## src/rtl/fx3_packet_scheduler_if.sv

```systemverilog
// FX3 packet scheduler bus bundle.
// Capture controls in, FIFO read and GPIF strobes out.
interface fx3_packet_scheduler_if;
  logic        collectData;
  logic        dataAvailable;
  logic        bufferError;
  logic        fx3_ready;
  logic        readData;
  logic        dataValid;
  logic        packetEnd;
  logic        transferActive;
  logic        errorLatched;
  logic [15:0] packetCount;

  modport master (
    output collectData, dataAvailable,
    output bufferError, fx3_ready,
    input  readData, dataValid, packetEnd,
    input  transferActive, errorLatched,
    input  packetCount
  );

  modport slave (
    input  collectData, dataAvailable,
    input  bufferError, fx3_ready,
    output readData, dataValid, packetEnd,
    output transferActive, errorLatched,
    output packetCount
  );
endinterface

```

## src/rtl/fx3_packet_scheduler.sv

```systemverilog
// FX3 packet scheduler: FIFO reads in fixed-size
// USB packets with aligned valid/end strobes.
module fx3_packet_scheduler #(
  parameter int PACKET_WORDS = 8192,
  parameter int DATA_LATENCY = 2
) (
  input logic fx3_clock,
  input logic nReset,
  fx3_packet_scheduler_if.slave io_bus
);
  typedef enum logic [2:0] {
    IDLE, WAIT_DATA, READ, DRAIN, ERROR
  } state_t;

  localparam logic [15:0] LAST_WORD =
    16'(PACKET_WORDS - 1);
  localparam logic [2:0] LAST_DRAIN =
    3'(DATA_LATENCY - 1);

  state_t                  r_state;
  logic [15:0]             r_wordCnt;
  logic [2:0]              r_drainCnt;
  logic                    r_readData;
  logic                    r_transferActive;
  logic                    r_errorLatched;
  logic [15:0]             r_packetCount;
  logic [DATA_LATENCY-1:0] r_validPipe;
  logic [DATA_LATENCY-1:0] r_lastPipe;
  logic                    w_lastRead;

  // readData is high only in READ, so this marks the final read
  assign w_lastRead = r_readData &&
                      (r_wordCnt == LAST_WORD);

  // packet sequencing FSM with registered outputs
  always_ff @(posedge fx3_clock or negedge nReset) begin
    if (!nReset) begin
      r_state          <= IDLE;
      r_wordCnt        <= '0;
      r_drainCnt       <= '0;
      r_readData       <= 1'b0;
      r_transferActive <= 1'b0;
      r_errorLatched   <= 1'b0;
      r_packetCount    <= '0;
    end else begin
      unique case (r_state)
        IDLE: begin
          if (io_bus.collectData) begin
            r_state        <= WAIT_DATA;
            r_packetCount  <= '0;
            r_errorLatched <= 1'b0;
          end
        end
        WAIT_DATA: begin
          if (!io_bus.collectData) begin
            r_state <= IDLE;
          end else if (io_bus.bufferError) begin
            r_state        <= ERROR;
            r_errorLatched <= 1'b1;
          end else if (io_bus.dataAvailable &&
                       io_bus.fx3_ready) begin
            r_state          <= READ;
            r_readData       <= 1'b1;
            r_transferActive <= 1'b1;
            r_wordCnt        <= '0;
          end
        end
        READ: begin
          if (io_bus.bufferError)
            r_errorLatched <= 1'b1;
          if (r_wordCnt == LAST_WORD) begin
            r_state    <= DRAIN;
            r_readData <= 1'b0;
            r_drainCnt <= '0;
          end else begin
            r_wordCnt <= r_wordCnt + 16'd1;
          end
        end
        DRAIN: begin
          if (r_drainCnt == LAST_DRAIN) begin
            r_packetCount    <= r_packetCount + 16'd1;
            r_transferActive <= 1'b0;
            if (!io_bus.collectData)
              r_state <= IDLE;
            else if (r_errorLatched)
              r_state <= ERROR;
            else
              r_state <= WAIT_DATA;
          end else begin
            r_drainCnt <= r_drainCnt + 3'd1;
          end
        end
        ERROR: begin
          if (!io_bus.collectData)
            r_state <= IDLE;
        end
        default: r_state <= IDLE;
      endcase
    end
  end

  // delay read strobe and last marker to match data latency
  always_ff @(posedge fx3_clock or negedge nReset) begin
    if (!nReset) begin
      r_validPipe <= '0;
      r_lastPipe  <= '0;
    end else begin
      r_validPipe <= (r_validPipe << 1) |
                     DATA_LATENCY'(r_readData);
      r_lastPipe  <= (r_lastPipe << 1) |
                     DATA_LATENCY'(w_lastRead);
    end
  end

  assign io_bus.readData       = r_readData;
  assign io_bus.dataValid      = r_validPipe[DATA_LATENCY-1];
  assign io_bus.packetEnd      = r_lastPipe[DATA_LATENCY-1];
  assign io_bus.transferActive = r_transferActive;
  assign io_bus.errorLatched   = r_errorLatched;
  assign io_bus.packetCount    = r_packetCount;
endmodule

```

## src/flat_wrapper.sv

```systemverilog
// flat-port wrapper written by rule: the top's interface ports become plain ports
module fx3_packet_scheduler_flat 
#(
  parameter int PACKET_WORDS = 8192,
  parameter int DATA_LATENCY = 2
)
  (fx3_clock, nReset, io_bus_collectData, io_bus_dataAvailable, io_bus_bufferError, io_bus_fx3_ready, io_bus_readData, io_bus_dataValid, io_bus_packetEnd, io_bus_transferActive, io_bus_errorLatched, io_bus_packetCount);
  fx3_packet_scheduler_if io_bus_i ();
  input logic fx3_clock;
  input logic nReset;
  input wire logic [$bits(io_bus_i.collectData)-1:0] io_bus_collectData;
  input wire logic [$bits(io_bus_i.dataAvailable)-1:0] io_bus_dataAvailable;
  input wire logic [$bits(io_bus_i.bufferError)-1:0] io_bus_bufferError;
  input wire logic [$bits(io_bus_i.fx3_ready)-1:0] io_bus_fx3_ready;
  output wire logic [$bits(io_bus_i.readData)-1:0] io_bus_readData;
  output wire logic [$bits(io_bus_i.dataValid)-1:0] io_bus_dataValid;
  output wire logic [$bits(io_bus_i.packetEnd)-1:0] io_bus_packetEnd;
  output wire logic [$bits(io_bus_i.transferActive)-1:0] io_bus_transferActive;
  output wire logic [$bits(io_bus_i.errorLatched)-1:0] io_bus_errorLatched;
  output wire logic [$bits(io_bus_i.packetCount)-1:0] io_bus_packetCount;
  assign io_bus_i.collectData = io_bus_collectData;
  assign io_bus_i.dataAvailable = io_bus_dataAvailable;
  assign io_bus_i.bufferError = io_bus_bufferError;
  assign io_bus_i.fx3_ready = io_bus_fx3_ready;
  assign io_bus_readData = io_bus_i.readData;
  assign io_bus_dataValid = io_bus_i.dataValid;
  assign io_bus_packetEnd = io_bus_i.packetEnd;
  assign io_bus_transferActive = io_bus_i.transferActive;
  assign io_bus_errorLatched = io_bus_i.errorLatched;
  assign io_bus_packetCount = io_bus_i.packetCount;
  fx3_packet_scheduler #(.PACKET_WORDS(PACKET_WORDS), .DATA_LATENCY(DATA_LATENCY)) u_core (.fx3_clock(fx3_clock), .nReset(nReset), .io_bus(io_bus_i));
endmodule
```

## config.mk

```make
export PLATFORM = sky130hd
export DESIGN_NAME = fx3_packet_scheduler_flat
export DESIGN_NICKNAME = d
export VERILOG_FILES = /design/src/rtl/fx3_packet_scheduler_if.sv /design/src/rtl/fx3_packet_scheduler.sv /design/src/flat_wrapper.sv
export SDC_FILE = /design/constraint.sdc
export NUM_CORES = 1
export LEC_CHECK = 0
export ABC_AREA = 1
export ABC_CLOCK_PERIOD_IN_PS = 1700
export BUFFER_PORTS_ARGS = -buffer_cell sky130_fd_sc_hd__clkbuf_2
export CORE_MARGIN = 3
export CORE_UTILIZATION = 50
export CTS_BUF_LIST = sky130_fd_sc_hd__clkbuf_4
export CTS_CLUSTER_SIZE = 16
export DETAILED_ROUTE_END_ITERATION = 12
export GPL_TIMING_DRIVEN = 0
export PLACE_DENSITY = 0.69
export SLEW_MARGIN = 30
export SYNTH_ARGS = -nofsm -noshare
export SYNTH_HDL_FRONTEND = slang
export SYNTH_SLANG_ARGS = --single-unit
```

## constraint.sdc

```tcl
create_clock -name fx3_clock -period 1.7 [get_ports fx3_clock]
set_input_delay 0.085 -clock fx3_clock [delete_from_list [all_inputs] [get_ports fx3_clock]]
set_output_delay 0.085 -clock fx3_clock [all_outputs]
set_load 0.03 [all_outputs]
```

Yosys cells after proc, flatten, opt, wreduce, memory -nomap -nowiden
Index checks and enable logic that the tools add are counted.
Cells by class
  add/subtract/negate cells: 3
  equal/unequal tests: 16
  mux-type cells: 32
  bitwise operators: 2
  reductions and logical operators: 15
Operator list (count)
  two-way mux 16 bit: 6
  one-hot mux 16 bit (2 select lines): 2
  two-way mux 3 bit: 11
  adder 16 x 1 -> 16 bit (second input constant): 2
  AND reduction 5 bit: 4
  equality test 16 x 13 -> 1 bit (second input constant): 1
  one-hot mux 3 bit (5 select lines): 1
  != test 2 bit (second input constant): 6
  AND reduction 3 bit: 3
  two-way mux 1 bit: 8
  nonzero test 2 bit: 4
  equality test 3 x 1 -> 1 bit (second input constant): 2
  equality test 3 x 2 -> 1 bit (second input constant): 2
  != test 2 x 1 -> 1 bit (second input constant): 3
  one-hot mux 3 bit (2 select lines): 1
  != test 4 x 3 -> 1 bit (second input constant): 1
  bitwise OR 2 x 1 -> 2 bit: 2
  one-hot mux 1 bit (2 select lines): 2
  adder 3 x 1 -> 3 bit (second input constant): 1
  equality test 3 bit (second input constant): 1
  logical NOT 3 bit: 1
  one-hot mux 1 bit (3 select lines): 1
  nonzero test 3 bit: 1
  logical AND 1 bit: 2
Word-level totals
  register bits: 45
  input bits: 6
  output and inout port bits: 21
  logic and storage cells: 77

Logic depth before layout (Yosys ltp)
  depth after elaboration: 5
  gate-level depth with buffers: 9

Least setup slack after synthesis
OpenSTA, ideal clock, no wires.
  path kind: flip-flop to flip-flop
  start: register u_core.r_wordCnt[0]
  end: register u_core.r_wordCnt[11]
  setup time: 0.121 ns
  arrival time: 1.333 ns
  path slack: 0.247 ns
  cell stages (with the launch flop): 8
  path buffers: 1
  clock period less this slack: 1.453 ns
  path through: dfrtp_1 > ha_1 > nand3_1 > nor2_4 > nand3_4 > nand2_2 > buf_6 > o21ai_1
Between the ends
  cells in the longest elaborated chain, start to end: 3
  elaborated cells on any way between the ends: 6
  classes of those cells: add/sub (1); eq/ne (2); mux (2); reduce/logical (1)
Ends and longest elaborated chain
  start, declared: line fx3_packet_scheduler.sv:21  | logic [15:0] r_wordCnt;
  start signal, assigned: line fx3_packet_scheduler.sv:76  | r_wordCnt <= r_wordCnt + 16'd1;
  adder 16 x 1 -> 16 bit or equality test 16 x 13 -> 1 bit (tied branches): line fx3_packet_scheduler.sv:76, fx3_packet_scheduler.sv:71
  two-way mux 16 bit or != test 2 bit (tied branches)
  one-hot mux 16 bit (2 select lines) or AND reduction 5 bit (tied branches)
Several ways; a longest one is shown, not always the timed one. The select of a mux whose other input is x is not followed.
A chain may end at the register's enable or synchronous reset.

Worst setup path after layout
  start: register u_core.r_wordCnt[0]
  end: register u_core.r_state[0]
Between the ends
  cells in the longest elaborated chain, start to end: 3
Ends and longest elaborated chain
  equality test 16 x 13 -> 1 bit: line fx3_packet_scheduler.sv:71  | if (r_wordCnt == LAST_WORD) begin
  != test 2 x 1 -> 1 bit (no source line)
  AND reduction 5 bit (no source line)
  end signal, assigned: line fx3_packet_scheduler.sv:72  | r_state <= DRAIN;
  end signal, assigned: line fx3_packet_scheduler.sv:84  | r_state <= IDLE;
  end signal, assigned: line fx3_packet_scheduler.sv:86  | r_state <= ERROR;
  end, declared: line fx3_packet_scheduler.sv:20  | state_t r_state;
No other way between the ends.

==> impl_metrics.csv <==
group,metric,value,unit
routing,totalWireLength,5970,µm
layout,final_cell_area,2980,µm²
timing,setup_viol,0,
setup_path,critPathRequiredTime,1.98,ns
place,gp_congestion,0.862,
routing,via_per_inst,5.31,
timing,clock-skew-final,0.0110,ns
logic_synthesis,synth_adder_area_share,1.89,%
logic_synthesis,synth_edf_count,0,
cts,insertion_delay,0.37,ns
setup_path,cp_cell_sequence,"ha_1, nand3_2, nor2_4, nand2_1, nand2_1, nand2_1, nand2_1, nand2_1",
layout,drive_gt1_share,16.5,%
grt,grt_pass1_vias,2281,
logic_synthesis,synth.top_cell.area_share,42.6,%
cts,ctsLongestPathBuffers,2,
grt,overflow,0,
logic_synthesis,synthDistinctLibCells,26,
setup_path,slowest_stage,"dfrtp_2",
logic_synthesis,yosysMostFrequentCell,"nand2_1",
timing,min_period_over_period,91.8,%
logic_synthesis,syn_area_per_cell,7.30,µm²
routing,route.detailed.drc,0,
place,io_buffers,26,
logic_synthesis,synthMuxAreaShare,0,%
timing,worst_slack,0.139,ns
routing,firstDrtPassIters,4,
place,dp_slack,-0.0117,ns
layout,fill_cells,471,
cts,cts_tree,"done",
floorplan,ios,27,
logic_synthesis,synthesis.nets,372,
floorplan,initial_utilization,53.8,%
setup_path,crit_family,"simple AND/OR/NAND/NOR gates",
setup_path,path_class,"reg2reg",
logic_synthesis,netlist_instances,362,
setup_path,critPathMaxFanout,6,
floorplan,fp.dieW,78.7,µm
logic_synthesis,synth-compound-area-share,7.77,%
floorplan,dieHeight,78.7,µm
layout,multi_input_area,1350,µm²
floorplan,num_rows,25,
power_and_ir_drop,leakage,0.00141,µW
setup_path,end_kind,"flop",
logic_synthesis,synth_area,2640,µm²
routing,ant_nets,0,
logic_synthesis,synth-seq-cells,45,
job,cap_violations,0,
logic_synthesis,synth_top_cell_by_area,"dfrtp_1",
floorplan,die-area,6190,µm²
cts,cts.sinks,45,
logic_synthesis,async_flop_share,100,%
setup_path,cp_common_cell,"nand2_1",
setup_path,crit_buf_inv,0,
timing,worstMarginPinSlew,0.634,ns
routing,wire_per_inst,12.8,µm
logic_synthesis,synth-seq-area-share,42.6,%
logic_synthesis,synth-xor-area-share,1.66,%
place,dp_hpwl,4320,µm
setup_path,start_kind,"flop",
cts,htreeDepth,2,
layout,syn_to_final_growth,12.6,%
place,dpl-instance-area,2860,µm²
cts,clock-root-buffer,"clkbuf_4",
timing,slew_headroom,57.7,%
setup_path,cp_slowest_stage_delay,0.44,ns
layout,n_antenna_cell,0,
grt,grt_max_degree,46,
timing,hold_violations,0,
outcome,status,"completed",
routing,vias,2480,
timing,hold_ws,0.115,ns
timing,grt_setup_unrepaired,"false",
timing,max_freq,641,MHz
cts,path_clk_slew,0.14,ns
timing,finalCriticalPeriod,1.56,ns
layout,seq_area,1130,µm²
timing,tns,0,ns
grt,grt_util_all_layers,21.2,%
power_and_ir_drop,peakVddDrop,0.000374,V
setup_path,worstPathArrival,1.84,ns
logic_synthesis,synthTopCellsByArea,"dfrtp_1 (43%), nand2_1 (17%), nor2_1 (6.4%)",
logic_synthesis,synth_top_family_by_area,"simple AND/OR/NAND/NOR gates",
logic_synthesis,yosys-top-cells-count,"nand2_1 (120), dfrtp_1 (45), nor2_1 (45)",
logic_synthesis,synth-warning-count,0,
timing,maxSlewViolCount,0,
layout,nets,409,
grt,grt_antenna_before_repair,0,
grt,grt_pass1_wl,10400,µm
hold_path,hold_class,"in2reg",
logic_synthesis,synth-simple-area-share,39.3,%
floorplan,core_area,4910,µm²
logic_synthesis,yosys_most_used_dff,"dfrtp_1",
cts,cts_buffers,5,
routing,drtIter0Drc,160,
power_and_ir_drop,pwr_density_cell,555,nW/µm²
## cells by family (layout without fill, tap and decap cells)
family | after synthesis | after routing
compound gates | 37 | 37
flops | 45 | 45
fa+ha+maj | 4 | 4
buf+inv | 39 | 77
xor+xnor | 5 | 5
simple gates | 232 | 232
## area by class of cell
type                            count  share of cell area [%]
Clock buffer                        5                    1.26
Sequential cell                    45                    38.0
Clock inverter                      3                   0.757
Tap cell                           67                    2.82
Timing Repair Buffer               30                    5.72
Buffer                              6                    1.85
Multi-Input combinational cell    278                    45.4
Inverter                           33                    4.16
## layout by cell type, fill, tap and decap left out, types with 3 or more instances in the layout
cell type / netlist / routed
o21bai_1: 7 / 7
o21ai_0: 13 / 13
xor2_1: 4 / 4
clkbuf_4: 0 / 6
a21oi_1: 8 / 8
nand2_1: 120 / 120
nor2_1: 45 / 44
nand2_2: 3 / 3
o21ai_1: 8 / 8
nor3_1: 4 / 4
inv_2: 4 / 5
nand4_1: 17 / 17
dlygate4sd3_1: 0 / 3
nor2_2: 2 / 3
clkbuf_2: 0 / 25
nand3_1: 32 / 31
inv_1: 29 / 28
dfrtp_2: 0 / 4
dfrtp_1: 45 / 41
buf_6: 4 / 4
ha_1: 4 / 4
## per-layer routing
layer / part of all wire (%) / global-route usage (%)
met5: 0 / 0
met4: 1.9 / 8.22
met3: 4.5 / 3.21
met2: 45 / 33.7
met1: 49 / 29.0
## path summary, 6_finish.rpt
path / startpoint / endpoint / slack, ns / cells after the start
worst max-delay path: u_core.r_wordCnt[0]$_DFFE_PN0P_ / u_core.r_state[0]$_DFFE_PN0P_ / 0.14 / 8
worst min-delay path: io_bus_fx3_ready / u_core.io_bus.readData$_DFFE_PN0P_ / 0.11 / 4
min in group asynchronous: nReset / u_core.r_wordCnt[2]$_DFFE_PN0P_ / 0.28 / 2
worst min register to register: u_core.r_lastPipe[0]$_DFF_PN0_ / u_core.r_lastPipe[1]$_DFF_PN0_ / 0.37 / 0
max in group asynchronous: nReset / u_core.r_wordCnt[9]$_DFFE_PN0P_ / 0.97 / 2
worst max register to register: u_core.r_wordCnt[0]$_DFFE_PN0P_ / u_core.r_state[0]$_DFFE_PN0P_ / 0.14 / 8
## power breakdown
group / leakage (µW) / internal (µW) / switching [µW] / total (µW)
clock: 0.0000352 / 165 / 378 / 543
sequential: 0.000535 / 1070 / 0 / 1070
combinational: 0.000842 / 10.8 / 27.5 / 38.4
## worst min-delay path, stage by stage
cell and delay [ns]:
clkbuf_2 0.08, nand2_1 0.08, nand3b_2 0.16, nand2_1 0.06
## what timing repair did
action                                  CTS  global route
buffers inserted                          1             0
hold buffers                              3             0
gates resized for setup                   0             8
endpoints found under the hold margin    47             0
endpoints found under the setup margin    4            21
pin swaps                                 1             0
## stage by stage
step,cells,total power [µW],util (%)
finish,467,1650,60.6
global route,467,1730,60.6
CTS,467,1680,60.2
detailed placement,455,1130,58.2
global placement,455,1120,58.1
floorplan,362,1100,-
## registers in the layout (all words and copies together), names as in the netlist
register and flops:
u_core.io_bus.packetCount 16, u_core.io_bus.readData 1, u_core.r_validPipe 2, u_core.r_lastPipe 2
u_core.r_wordCnt 16, u_core.io_bus.errorLatched 1, u_core.r_drainCnt 3, u_core.io_bus.transferActive 1
u_core.r_state 3
Power figures use the tool's default switching activity.
